==> src/rtl/multi_pulse_sync_pkg.sv <==
`default_nettype none
// +----------------------------------------------------------------------------+
// | multi_pulse_sync_pkg                                                        |
// | Shared edge-mode encodings, filter FSM states and edge-match helper.        |
// | Rev 1.0                                                                     |
// +----------------------------------------------------------------------------+
package multi_pulse_sync_pkg;

  localparam logic [1:0] EDGE_RISE = 2'b00;
  localparam logic [1:0] EDGE_FALL = 2'b01;
  localparam logic [1:0] EDGE_BOTH = 2'b10;
  localparam logic [1:0] EDGE_OFF  = 2'b11;

  typedef enum logic [0:0] {
    ST_STABLE = 1'b0,
    ST_QUAL   = 1'b1
  } filt_state_e;

  // True when an accepted transition to new_level is one the channel reports.
  function automatic logic edge_match(input logic [1:0] mode, input logic new_level);
    logic hit;
    case (mode)
      EDGE_RISE: hit = new_level;
      EDGE_FALL: hit = ~new_level;
      EDGE_BOTH: hit = 1'b1;
      default:   hit = 1'b0;
    endcase
    return hit;
  endfunction

endpackage
`default_nettype wire

==> src/rtl/multi_pulse_sync_if.sv <==
`default_nettype none
// +----------------------------------------------------------------------------+
// | multi_pulse_sync_if                                                         |
// | Config, input and status bundle; count signals only with                    |
// | MULTI_PULSE_SYNC_COUNT_EN defined.                                          |
// | Rev 1.0                                                                     |
// +----------------------------------------------------------------------------+
interface multi_pulse_sync_if #(
  parameter int N_CH   = 8,
  parameter int FILT_W = 8,
  parameter int HOLD_W = 8,
  parameter int CNT_W  = 16
);

  logic [N_CH-1:0]   in;
  logic [1:0]        edge_mode;
  logic [FILT_W-1:0] n_filter_cycles;
  logic [HOLD_W-1:0] n_holdoff_cycles;
  logic              missed_clr;
  logic [N_CH-1:0]   out;
  logic [N_CH-1:0]   level_out;
  logic [N_CH-1:0]   missed;
`ifdef MULTI_PULSE_SYNC_COUNT_EN
  logic                  count_clr;
  logic [N_CH*CNT_W-1:0] count;
`endif

  modport master (
    output in, edge_mode, n_filter_cycles, n_holdoff_cycles, missed_clr,
`ifdef MULTI_PULSE_SYNC_COUNT_EN
    output count_clr,
    input  count,
`endif
    input  out, level_out, missed
  );

  modport slave (
    input  in, edge_mode, n_filter_cycles, n_holdoff_cycles, missed_clr,
`ifdef MULTI_PULSE_SYNC_COUNT_EN
    input  count_clr,
    output count,
`endif
    output out, level_out, missed
  );

endinterface
`default_nettype wire

==> src/rtl/multi_pulse_sync_chan.sv <==
`default_nettype none
// +----------------------------------------------------------------------------+
// | multi_pulse_sync_chan                                                       |
// | One channel: synchronizer, glitch filter, edge select, holdoff, missed flag |
// | and (MULTI_PULSE_SYNC_COUNT_EN) saturating pulse counter.                   |
// | Rev 1.0                                                                     |
// +----------------------------------------------------------------------------+
module multi_pulse_sync_chan
  import multi_pulse_sync_pkg::*;
#(
  parameter int SYNC_STAGES = 2,
  parameter int FILT_W      = 8,
  parameter int HOLD_W      = 8,
  parameter int CNT_W       = 16
) (
  input  logic              clk,
  input  logic              rst,
  input  logic              in_async,
  input  logic [1:0]        edge_mode,
  input  logic [FILT_W-1:0] n_filter_cycles,
  input  logic [HOLD_W-1:0] n_holdoff_cycles,
  input  logic              missed_clr,
`ifdef MULTI_PULSE_SYNC_COUNT_EN
  input  logic              count_clr,
  output logic [CNT_W-1:0]  count,
`endif
  output logic              out,
  output logic              level_out,
  output logic              missed
);

  (* ASYNC_REG = "TRUE" *) logic [SYNC_STAGES-1:0] sync_q;
  logic [SYNC_STAGES-1:0] sync_d;

  filt_state_e       state_q, state_d;
  logic [FILT_W-1:0] filt_cnt_q, filt_cnt_d;
  logic [HOLD_W-1:0] hold_cnt_q, hold_cnt_d;
  logic              level_q, level_d;
  logic              out_q, out_d;
  logic              missed_q, missed_d;
  logic              sync_s;
  logic              accept;

  assign sync_d = {sync_q[SYNC_STAGES-2:0], in_async};
  assign sync_s = sync_q[SYNC_STAGES-1];

  always_ff @(posedge clk or posedge rst) begin
    if (rst) begin
      sync_q     <= '0;
      state_q    <= ST_STABLE;
      filt_cnt_q <= '0;
      hold_cnt_q <= '0;
      level_q    <= 1'b0;
      out_q      <= 1'b0;
      missed_q   <= 1'b0;
    end else begin
      sync_q     <= sync_d;
      state_q    <= state_d;
      filt_cnt_q <= filt_cnt_d;
      hold_cnt_q <= hold_cnt_d;
      level_q    <= level_d;
      out_q      <= out_d;
      missed_q   <= missed_d;
    end
  end

  always_comb begin
    state_d    = state_q;
    filt_cnt_d = filt_cnt_q;
    level_d    = level_q;
    out_d      = 1'b0;
    missed_d   = missed_q;
    hold_cnt_d = hold_cnt_q;
    accept     = 1'b0;

    if (hold_cnt_q != '0) hold_cnt_d = hold_cnt_q - 1'b1;
    if (missed_clr)       missed_d   = 1'b0;

    case (state_q)
      ST_STABLE: begin
        filt_cnt_d = '0;
        if (sync_s != level_q) state_d = ST_QUAL;
      end
      ST_QUAL: begin
        if (sync_s == level_q) begin
          state_d    = ST_STABLE;
          filt_cnt_d = '0;
        end else if (filt_cnt_q >= n_filter_cycles) begin
          // >= rather than == so a threshold lowered mid-qualification still ends it
          level_d    = sync_s;
          accept     = 1'b1;
          state_d    = ST_STABLE;
          filt_cnt_d = '0;
        end else begin
          filt_cnt_d = filt_cnt_q + 1'b1;
        end
      end
      default: begin
        state_d    = ST_STABLE;
        filt_cnt_d = '0;
      end
    endcase

    // A matching edge inside holdoff is flagged; the set overrides a same-cycle clear.
    if (accept && edge_match(edge_mode, sync_s)) begin
      if (hold_cnt_q == '0) begin
        out_d      = 1'b1;
        hold_cnt_d = n_holdoff_cycles;
      end else begin
        missed_d   = 1'b1;
      end
    end
  end

  assign out       = out_q;
  assign level_out = level_q;
  assign missed    = missed_q;

`ifdef MULTI_PULSE_SYNC_COUNT_EN
  logic [CNT_W-1:0] count_q, count_d;

  always_ff @(posedge clk or posedge rst) begin
    if (rst) count_q <= '0;
    else     count_q <= count_d;
  end

  always_comb begin
    count_d = count_q;
    if (count_clr)
      count_d = out_d ? CNT_W'(1) : '0;
    else if (out_d && (count_q != '1))
      count_d = count_q + 1'b1;
  end

  assign count = count_q;
`endif

endmodule
`default_nettype wire

==> src/rtl/multi_pulse_sync.sv <==
`default_nettype none
// +----------------------------------------------------------------------------+
// | multi_pulse_sync                                                            |
// | N_CH independent async pulse/level capture channels; per-channel counters   |
// | packed ch0-in-LSBs when MULTI_PULSE_SYNC_COUNT_EN is defined.               |
// | Rev 1.0                                                                     |
// +----------------------------------------------------------------------------+
module multi_pulse_sync
  import multi_pulse_sync_pkg::*;
#(
  parameter int N_CH        = 8,
  parameter int SYNC_STAGES = 2,
  parameter int FILT_W      = 8,
  parameter int HOLD_W      = 8,
  parameter int CNT_W       = 16
) (
  input logic             clk,
  input logic             rst,
  multi_pulse_sync_if.slave bus
);

  logic [N_CH-1:0] out_w;
  logic [N_CH-1:0] level_w;
  logic [N_CH-1:0] missed_w;
`ifdef MULTI_PULSE_SYNC_COUNT_EN
  logic [N_CH*CNT_W-1:0] count_w;
`endif

  for (genvar i = 0; i < N_CH; i++) begin : g_ch
    multi_pulse_sync_chan #(
      .SYNC_STAGES (SYNC_STAGES),
      .FILT_W      (FILT_W),
      .HOLD_W      (HOLD_W),
      .CNT_W       (CNT_W)
    ) u_chan (
      .clk              (clk),
      .rst              (rst),
      .in_async         (bus.in[i]),
      .edge_mode        (bus.edge_mode),
      .n_filter_cycles  (bus.n_filter_cycles),
      .n_holdoff_cycles (bus.n_holdoff_cycles),
      .missed_clr       (bus.missed_clr),
`ifdef MULTI_PULSE_SYNC_COUNT_EN
      .count_clr        (bus.count_clr),
      .count            (count_w[i*CNT_W +: CNT_W]),
`endif
      .out              (out_w[i]),
      .level_out        (level_w[i]),
      .missed           (missed_w[i])
    );
  end

  assign bus.out       = out_w;
  assign bus.level_out = level_w;
  assign bus.missed    = missed_w;
`ifdef MULTI_PULSE_SYNC_COUNT_EN
  assign bus.count     = count_w;
`endif

endmodule
`default_nettype wire
==> src/flat_wrapper.sv <==
// flat-port wrapper written by rule: the top's interface ports become plain ports
module multi_pulse_sync_flat import multi_pulse_sync_pkg::*;
#(
  parameter int N_CH        = 8,
  parameter int SYNC_STAGES = 2,
  parameter int FILT_W      = 8,
  parameter int HOLD_W      = 8,
  parameter int CNT_W       = 16
)
  (clk, rst, bus_in, bus_edge_mode, bus_n_filter_cycles, bus_n_holdoff_cycles, bus_missed_clr, bus_out, bus_level_out, bus_missed);
  multi_pulse_sync_if #(.N_CH(N_CH), .FILT_W(FILT_W), .HOLD_W(HOLD_W), .CNT_W(CNT_W)) bus_i ();
  input logic clk;
  input logic rst;
  input wire logic [$bits(bus_i.in)-1:0] bus_in;
  input wire logic [$bits(bus_i.edge_mode)-1:0] bus_edge_mode;
  input wire logic [$bits(bus_i.n_filter_cycles)-1:0] bus_n_filter_cycles;
  input wire logic [$bits(bus_i.n_holdoff_cycles)-1:0] bus_n_holdoff_cycles;
  input wire logic [$bits(bus_i.missed_clr)-1:0] bus_missed_clr;
  output wire logic [$bits(bus_i.out)-1:0] bus_out;
  output wire logic [$bits(bus_i.level_out)-1:0] bus_level_out;
  output wire logic [$bits(bus_i.missed)-1:0] bus_missed;
  assign bus_i.in = bus_in;
  assign bus_i.edge_mode = bus_edge_mode;
  assign bus_i.n_filter_cycles = bus_n_filter_cycles;
  assign bus_i.n_holdoff_cycles = bus_n_holdoff_cycles;
  assign bus_i.missed_clr = bus_missed_clr;
  assign bus_out = bus_i.out;
  assign bus_level_out = bus_i.level_out;
  assign bus_missed = bus_i.missed;
  multi_pulse_sync #(.N_CH(N_CH), .SYNC_STAGES(SYNC_STAGES), .FILT_W(FILT_W), .HOLD_W(HOLD_W), .CNT_W(CNT_W)) u_core (.clk(clk), .rst(rst), .bus(bus_i));
endmodule
==> config.mk <==
export PLATFORM = sky130hd
export DESIGN_NAME = multi_pulse_sync_flat
export DESIGN_NICKNAME = d
export VERILOG_FILES = /design/src/rtl/multi_pulse_sync_pkg.sv /design/src/rtl/multi_pulse_sync_if.sv /design/src/rtl/multi_pulse_sync_chan.sv /design/src/rtl/multi_pulse_sync.sv /design/src/flat_wrapper.sv
export SDC_FILE = /design/constraint.sdc
export NUM_CORES = 1
export LEC_CHECK = 0
export ABC_AREA = 0
export BUFFER_PORTS_ARGS = -buffer_cell sky130_fd_sc_hd__buf_2
export CORE_ASPECT_RATIO = 0.8
export CORE_UTILIZATION = 56
export CTS_CLUSTER_DIAMETER = 200
export DETAILED_ROUTE_END_ITERATION = 8
export GPL_TIMING_DRIVEN = 0
export HOLD_SLACK_MARGIN = 0.05
export PLACE_DENSITY = 0.77
export SYNTH_ARGS = -nofsm -noshare
export SYNTH_HDL_FRONTEND = slang
export SYNTH_HIERARCHICAL = 1
export SYNTH_SLANG_ARGS = --single-unit
==> constraint.sdc <==
create_clock -name clk -period 2 [get_ports clk]
set_input_delay 0.2 -clock clk [delete_from_list [all_inputs] [get_ports clk]]
set_output_delay 0.2 -clock clk [all_outputs]
set_load 0.01 [all_outputs]
# Yosys cells after proc, flatten, opt, wreduce, memory -nomap -nowiden
# Cells that the tools add are included.
[totals]
ff_bits = 176
latchBits = 0
ramBits = 0
mem_bits_ro = 0
input_bits = 29
output_inout_bits = 24
word_cells = 307
n_memories = 0
[op_classes]
addsub = 16
multipliers = 0
div = 0
magnitude_cmp = 8
n_eq_ne = 18
shift = 0
muxes = 152
n_bitwise = 24
n_reduce_logical = 33
[ops]
columns = ["op", "count"]
rows = [
  ["8-bit two-way mux", 40],
  ["8-bit case mux with 2 select lines", 8],
  ["1-bit two-way mux", 88],
  ["8-bit by 1-bit adder with 8-bit output, second input constant", 8],
  ["8-bit greater-or-equal comparator", 8],
  ["8-bit zero test", 8],
  ["8-bit nonzero test", 8],
  ["8-bit by 1-bit subtractor with 8-bit output, second input constant", 8],
  ["1-bit inverter", 24],
  ["1-bit case mux with 3 select lines", 8],
  ["3-bit AND reduction", 8],
  ["1-bit case mux with 2 select lines", 8],
  ["1-bit equality test", 8],
  ["1-bit logical AND", 8],
  ["1-bit != test", 8],
  ["2-bit by 1-bit equality test with 1-bit output, second input constant", 1],
  ["2-bit equality test, second input constant", 1],
  ["2-bit zero test", 1],
]

# Depth between registers and ports, before layout
[depth]
depth_word = 6
mapped_depth = 7
depth_no_buf = 7

# Hierarchy
# Netlist, hierarchy kept.
[modules_own_cells]
columns = ["mod", "instances", "cells_per_inst", "area_per_inst_um2", "seq_area_each_um2"]
rows = [
  ["multi_pulse_sync_chan", 8, 132, 1262.5, 550.5],
]

# Worst setup path before layout
# Ideal clock, no wire load.
[synth_path]
path_kind = "register to register"
start = "reg u_core.g_ch[0].u_chan.filt_cnt_q[0]"
end = "reg u_core.g_ch[0].u_chan.hold_cnt_q[0]"
setup_ns = 0.129
t_arrival_ns = 1.856
t_required_ns = 1.871
setup_slack_ns = 0.015
stages_incl_launch_ff = 8
n_path_buf = 0
synth_period_minus_slack_ns = 1.985
cell_sequence = "dfrtp_1 -> inv_1 -> ha_1 -> nand2b_1 -> a2111o_1 -> a32o_1 -> a311oi_1 -> a21oi_1"
[synth_via]
elab_chain_len = 6
[synth_rtl]
columns = ["element", "line", "source"]
rows = [
  ["from (decl)", "multi_pulse_sync_chan.sv:36", "logic [FILT_W-1:0] filt_cnt_q, filt_cnt_d;"],
  ["from (signal assigned)", "multi_pulse_sync_chan.sv:59", "filt_cnt_q <= filt_cnt_d;"],
  ["8-bit greater-or-equal comparator", "multi_pulse_sync_chan.sv:88", "end else if (filt_cnt_q >= n_filter_cycles) begin"],
  ["1-bit two-way mux", "multi_pulse_sync_chan.sv:88", ""],
  ["1-bit two-way mux", "multi_pulse_sync_chan.sv:85", "if (sync_s == level_q) begin"],
  ["1-bit two-way mux", "multi_pulse_sync_chan.sv:79", "case (state_q)"],
  ["1-bit logical AND", "multi_pulse_sync_chan.sv:105", "if (accept && edge_match(edge_mode, sync_s)) begin"],
  ["8-bit two-way mux", "multi_pulse_sync_chan.sv:105", ""],
  ["via u_core.g_ch[0].u_chan.hold_cnt_d[0]", "multi_pulse_sync_chan.sv:37", "logic [HOLD_W-1:0] hold_cnt_q, hold_cnt_d;"],
  ["to (signal assigned)", "multi_pulse_sync_chan.sv:60", "hold_cnt_q <= hold_cnt_d;"],
  ["to (decl)", "multi_pulse_sync_chan.sv:37", ""],
]
# The timed path passes the listed nets, and every way through them passes these cells.
# A chain may end at the register's enable or synchronous reset.

# Worst setup path after layout
[layout_path]
start = "reg u_core.g_ch[7].u_chan.filt_cnt_q[0]"
end = "reg u_core.g_ch[7].u_chan.hold_cnt_q[0]"
[layout_via]
elab_chain_len = 6
[layout_rtl]
columns = ["element", "line"]
rows = [
  ["from (decl)", "multi_pulse_sync_chan.sv:36"],
  ["from (signal assigned)", "multi_pulse_sync_chan.sv:59"],
  ["8-bit greater-or-equal comparator", "multi_pulse_sync_chan.sv:88"],
  ["1-bit two-way mux", "multi_pulse_sync_chan.sv:88"],
  ["1-bit two-way mux", "multi_pulse_sync_chan.sv:85"],
  ["1-bit two-way mux", "multi_pulse_sync_chan.sv:79"],
  ["1-bit logical AND", "multi_pulse_sync_chan.sv:105"],
  ["8-bit two-way mux", "multi_pulse_sync_chan.sv:105"],
  ["via u_core.g_ch[7].u_chan.hold_cnt_d[0]", "multi_pulse_sync_chan.sv:37"],
  ["to (signal assigned)", "multi_pulse_sync_chan.sv:60"],
  ["to (decl)", "multi_pulse_sync_chan.sv:37"],
]
# The timed path passes the listed nets, and every way through them passes these cells.

==> impl_metrics.env <==
export IMPL_vdd_drop_max_v=0.000438
export IMPL_cp_arrival_ps=2350
export IMPL_drv_slew=0
export IMPL_wirelength_mm=23.9
export IMPL_synthAdderAreaFrac_pct=10.9
export IMPL_die_x_um=152
export IMPL_syn_to_final_growth_pct=16.6
export IMPL_relSlewSlack_pct=41.4
export IMPL_pin_count=53
export IMPL_antenna_cells=0
export IMPL_clockPowerShare_pct=43.2
export IMPL_drive_gt1_share_pct=18.2
export IMPL_intPower_w=0.00585
export IMPL_tns_ps=-73.9
export IMPL_drc=1
export IMPL_cts_root_buf="clkbuf_16"
export IMPL_place_gp_congestion=0.831
export IMPL_finalNetCount=1269
export IMPL_fin_worst_skew_ps=7.93
export IMPL_status="finished with violations"
export IMPL_clk_latency_ps=430
export IMPL_cp_max_fo=5
export IMPL_grt_pass1_vias=7690
export IMPL_sequentialPowerShare_pct=47.4
export IMPL_coreArea_um2=17500
export IMPL_antenna_found_initial=0
export IMPL_tightest_slew_ps=879
export IMPL_clkTransAtPathRegs_ps=70
export IMPL_drv_cap=0
export IMPL_place_ws_ps=-241
export IMPL_synth_compound_area_share_pct=13.7
export IMPL_synthFlopType="dfrtp_1"
export IMPL_synthArstFlopShare_pct=100
export IMPL_grt_use_total_pct=26.8
export IMPL_grt_max_degree=25
export IMPL_comb_power_share_pct=9.4
export IMPL_worstRegToRegCells=7
export IMPL_first_pass_iters=7
export IMPL_synthSimpleGateAreaFrac_pct=19.1
export IMPL_io_buffers=52
export IMPL_fin_crit_sh_pct=102
export IMPL_avgViaCountPerCell=5.80
export IMPL_synth_nets=1173
export IMPL_timing_fmax_mhz=488
export IMPL_hold_ws_ps=51.8
export IMPL_required_ps=2310
export IMPL_vias=8067
export IMPL_clk_path_buf_depth=2
export IMPL_stdcell_area_um2=11800
export IMPL_synthMuxAreaShare_pct=0
export IMPL_rsz0062_at_grt="yes"
export IMPL_setup_worst_path_start_class="flop"
export IMPL_fillCellCount=1394
export IMPL_tritoncts="done"
export IMPL_synthesis_area_um2=10100
export IMPL_avgRoutedWirePerCell_um=17.2
export IMPL_seq_area_frac_synth_pct=43.6
export IMPL_synth_edf_count=0
export IMPL_final_util_pct=67.3
export IMPL_start_util_pct=57.8
export IMPL_cts_htree_levels=4
export IMPL_yosysWarnings=6
export IMPL_criticalPathCategory="flop to flop"
export IMPL_numCtsBuffers=17
export IMPL_finalHoldViolCount=0
export IMPL_synth_top_family_by_area="simple AND/OR/NAND/NOR gates"
export IMPL_synth_cells=1056
export IMPL_dieHeight_um=122
export IMPL_dpl_cell_area_um2=10600
export IMPL_antenna_left=0
export IMPL_violations="design-rule violations, negative setup slack"
export IMPL_die_area_um2=18600
export IMPL_hold_class="primary input to async pin"
export IMPL_fin_ws_ps=-48.9
export IMPL_synth_distinct_cells=35
export IMPL_setup_violations=2
export IMPL_grt_overflow=0
export IMPL_synth_xor_area_share_pct=7.63
export IMPL_rows=43
export IMPL_grt_pass1_wl_mm=38.5
export IMPL_p_leak_nw=5.55
export IMPL_syn_area_per_cell_um2=9.56
export IMPL_fin_crit_ps=2050
export IMPL_r2r_slack_ps=-50
export IMPL_power_switching_w=0.00195
export IMPL_rr_endpoint="u_core/g_ch[7].u_chan/hold_cnt_q[0]$_DFF_PP0_"
export IMPL_clock_sinks=176
export IMPL_end_kind="flop"
export IMPL_drt_iter0_drc=497
export IMPL_switching_share_pct=25.0
export IMPL_dp_hpwl_mm=15.8
export IMPL_power_density_nw_per_um2=663
export IMPL_r2r_start="u_core/g_ch[7].u_chan/filt_cnt_q[0]$_DFF_PP0_"
export IMPL_synth_seq_cells=176
[placed cells by master (no fill, tap or decap), types with 17 or more instances in the layout]
cell type  synthesis  routed
dfrtp_1          176     172
inv_1            120     116
nand2_1           96      88
ha_1              88      85
nor2_1            80      79
buf_2              0      52
xor2_1            48      48
o22ai_1           48      44
nand3_1           48      41
xnor2_1           40      40
a21oi_1           40      39
buf_4              8      25
clkbuf_16          0      17
o21ai_0           24      17
[cells in the mapped netlist, drive strengths merged (24+ instances only)]
| master | count | area [um^2] |
|---|---|---|
| nand2b | 24 | 150 |
| nor2 | 80 | 300 |
| nand3 | 48 | 240 |
| o22ai | 48 | 300 |
| xor2 | 48 | 420 |
| inv | 120 | 450 |
| dfrtp | 176 | 4400 |
| nand2 | 96 | 360 |
| o21ai | 32 | 160 |
| ha | 88 | 1100 |
| a21oi | 40 | 200 |
| xnor2 | 40 | 350 |
[repair_timing]
item	CTS	global route
endpoints found under the setup margin	140	88
hold buffers	8	0
pin swaps	16	22
endpoints found under the hold margin	8	0
buffers inserted	16	1
resized for setup	26	49
[critical path: stages (launching register included)]
cell      delay (ps)
dfrtp_2          430
inv_2             60
ha_1             210
nand2b_4         130
a2111o_1         420
a32o_2           320
a311oi_2         300
a21oi_2           60
[area by class of cell]
cell class / instances / area, um^2 / share of cell area, %
buffer: 8 / 60.1 / 0.510
clock buffer: 18 / 429 / 3.65
clock inverter: 14 / 164 / 1.39
inverter: 120 / 450 / 3.83
multi-input combinational: 752 / 5510 / 46.8
sequential: 176 / 4410 / 37.4
tap: 225 / 282 / 2.39
timing repair buffer: 77 / 468 / 3.97
[metrics by stage]
stage / power [W] / std cells
2_1_floorplan: 0.00412 / 1056
3_3_place_gp: 0.00434 / 1333
3_5_place_dp: 0.00437 / 1333
4_1_cts: 0.00780 / 1389
5_1_grt: 0.00810 / 1390
6_report: 0.00781 / 1390
[how the worst max path moves through the flow]
stage                                                               end                                           from  cells after the start
after floorplan           u_core/g_ch[0].u_chan/hold_cnt_q[0]$_DFF_PP0_  u_core/g_ch[0].u_chan/filt_cnt_q[0]$_DFF_PP0_                      7
after global placement           u_core/g_ch[4].u_chan/missed$_DFF_PP0_                         bus_n_filter_cycles[0]                      7
final                     u_core/g_ch[7].u_chan/hold_cnt_q[0]$_DFF_PP0_  u_core/g_ch[7].u_chan/filt_cnt_q[0]$_DFF_PP0_                      7
after global routing      u_core/g_ch[7].u_chan/hold_cnt_q[0]$_DFF_PP0_  u_core/g_ch[7].u_chan/filt_cnt_q[0]$_DFF_PP0_                      7
after CTS                 u_core/g_ch[7].u_chan/hold_cnt_q[0]$_DFF_PP0_  u_core/g_ch[7].u_chan/filt_cnt_q[0]$_DFF_PP0_                      7
after detailed placement  u_core/g_ch[7].u_chan/hold_cnt_q[0]$_DFF_PP0_                         bus_n_filter_cycles[0]                      7
[per-layer routing]
layer	track usage (%)	part of all wire, %	vias to the layer above	routed length, um
li1	-	-	3913	-
met1	36.6	47	3947	11300
met2	43.8	47	179	11200
met3	5.02	4.4	28	1050
met4	7.72	1.8	0	426
met5	0	0	-	0
[registers in the layout, summed over array words and instances, names as in the netlist]
name and cells:
u_core/g_ch.u_chan/state_q 8, u_core/g_ch.u_chan/filt_cnt_q 64, u_core/g_ch.u_chan/sync_q 16, u_core/g_ch.u_chan/out 8, u_core/g_ch.u_chan/missed 8, u_core/g_ch.u_chan/hold_cnt_q 64
u_core/g_ch.u_chan/level_out 8
[power groups by stage]
stage	logic, W	clock network [W]	registers (W)
after floorplan	0.000368	0	0.00375
after global placement	0.000581	0	0.00376
after detailed placement	0.000604	0	0.00377
after CTS	0.000671	0.00344	0.00369
after global routing	0.000818	0.00358	0.00370
final	0.000734	0.00338	0.00370
[cell families after synthesis]
kind of cell,after synthesis
buffers and inverters,128
adder cells (fa/ha/maj),88
flip-flops,176
AND/OR/NAND/NOR,368
XOR/XNOR,88
AO/OA/AOI/OAI,208
(Power assumes the default switching activity.)
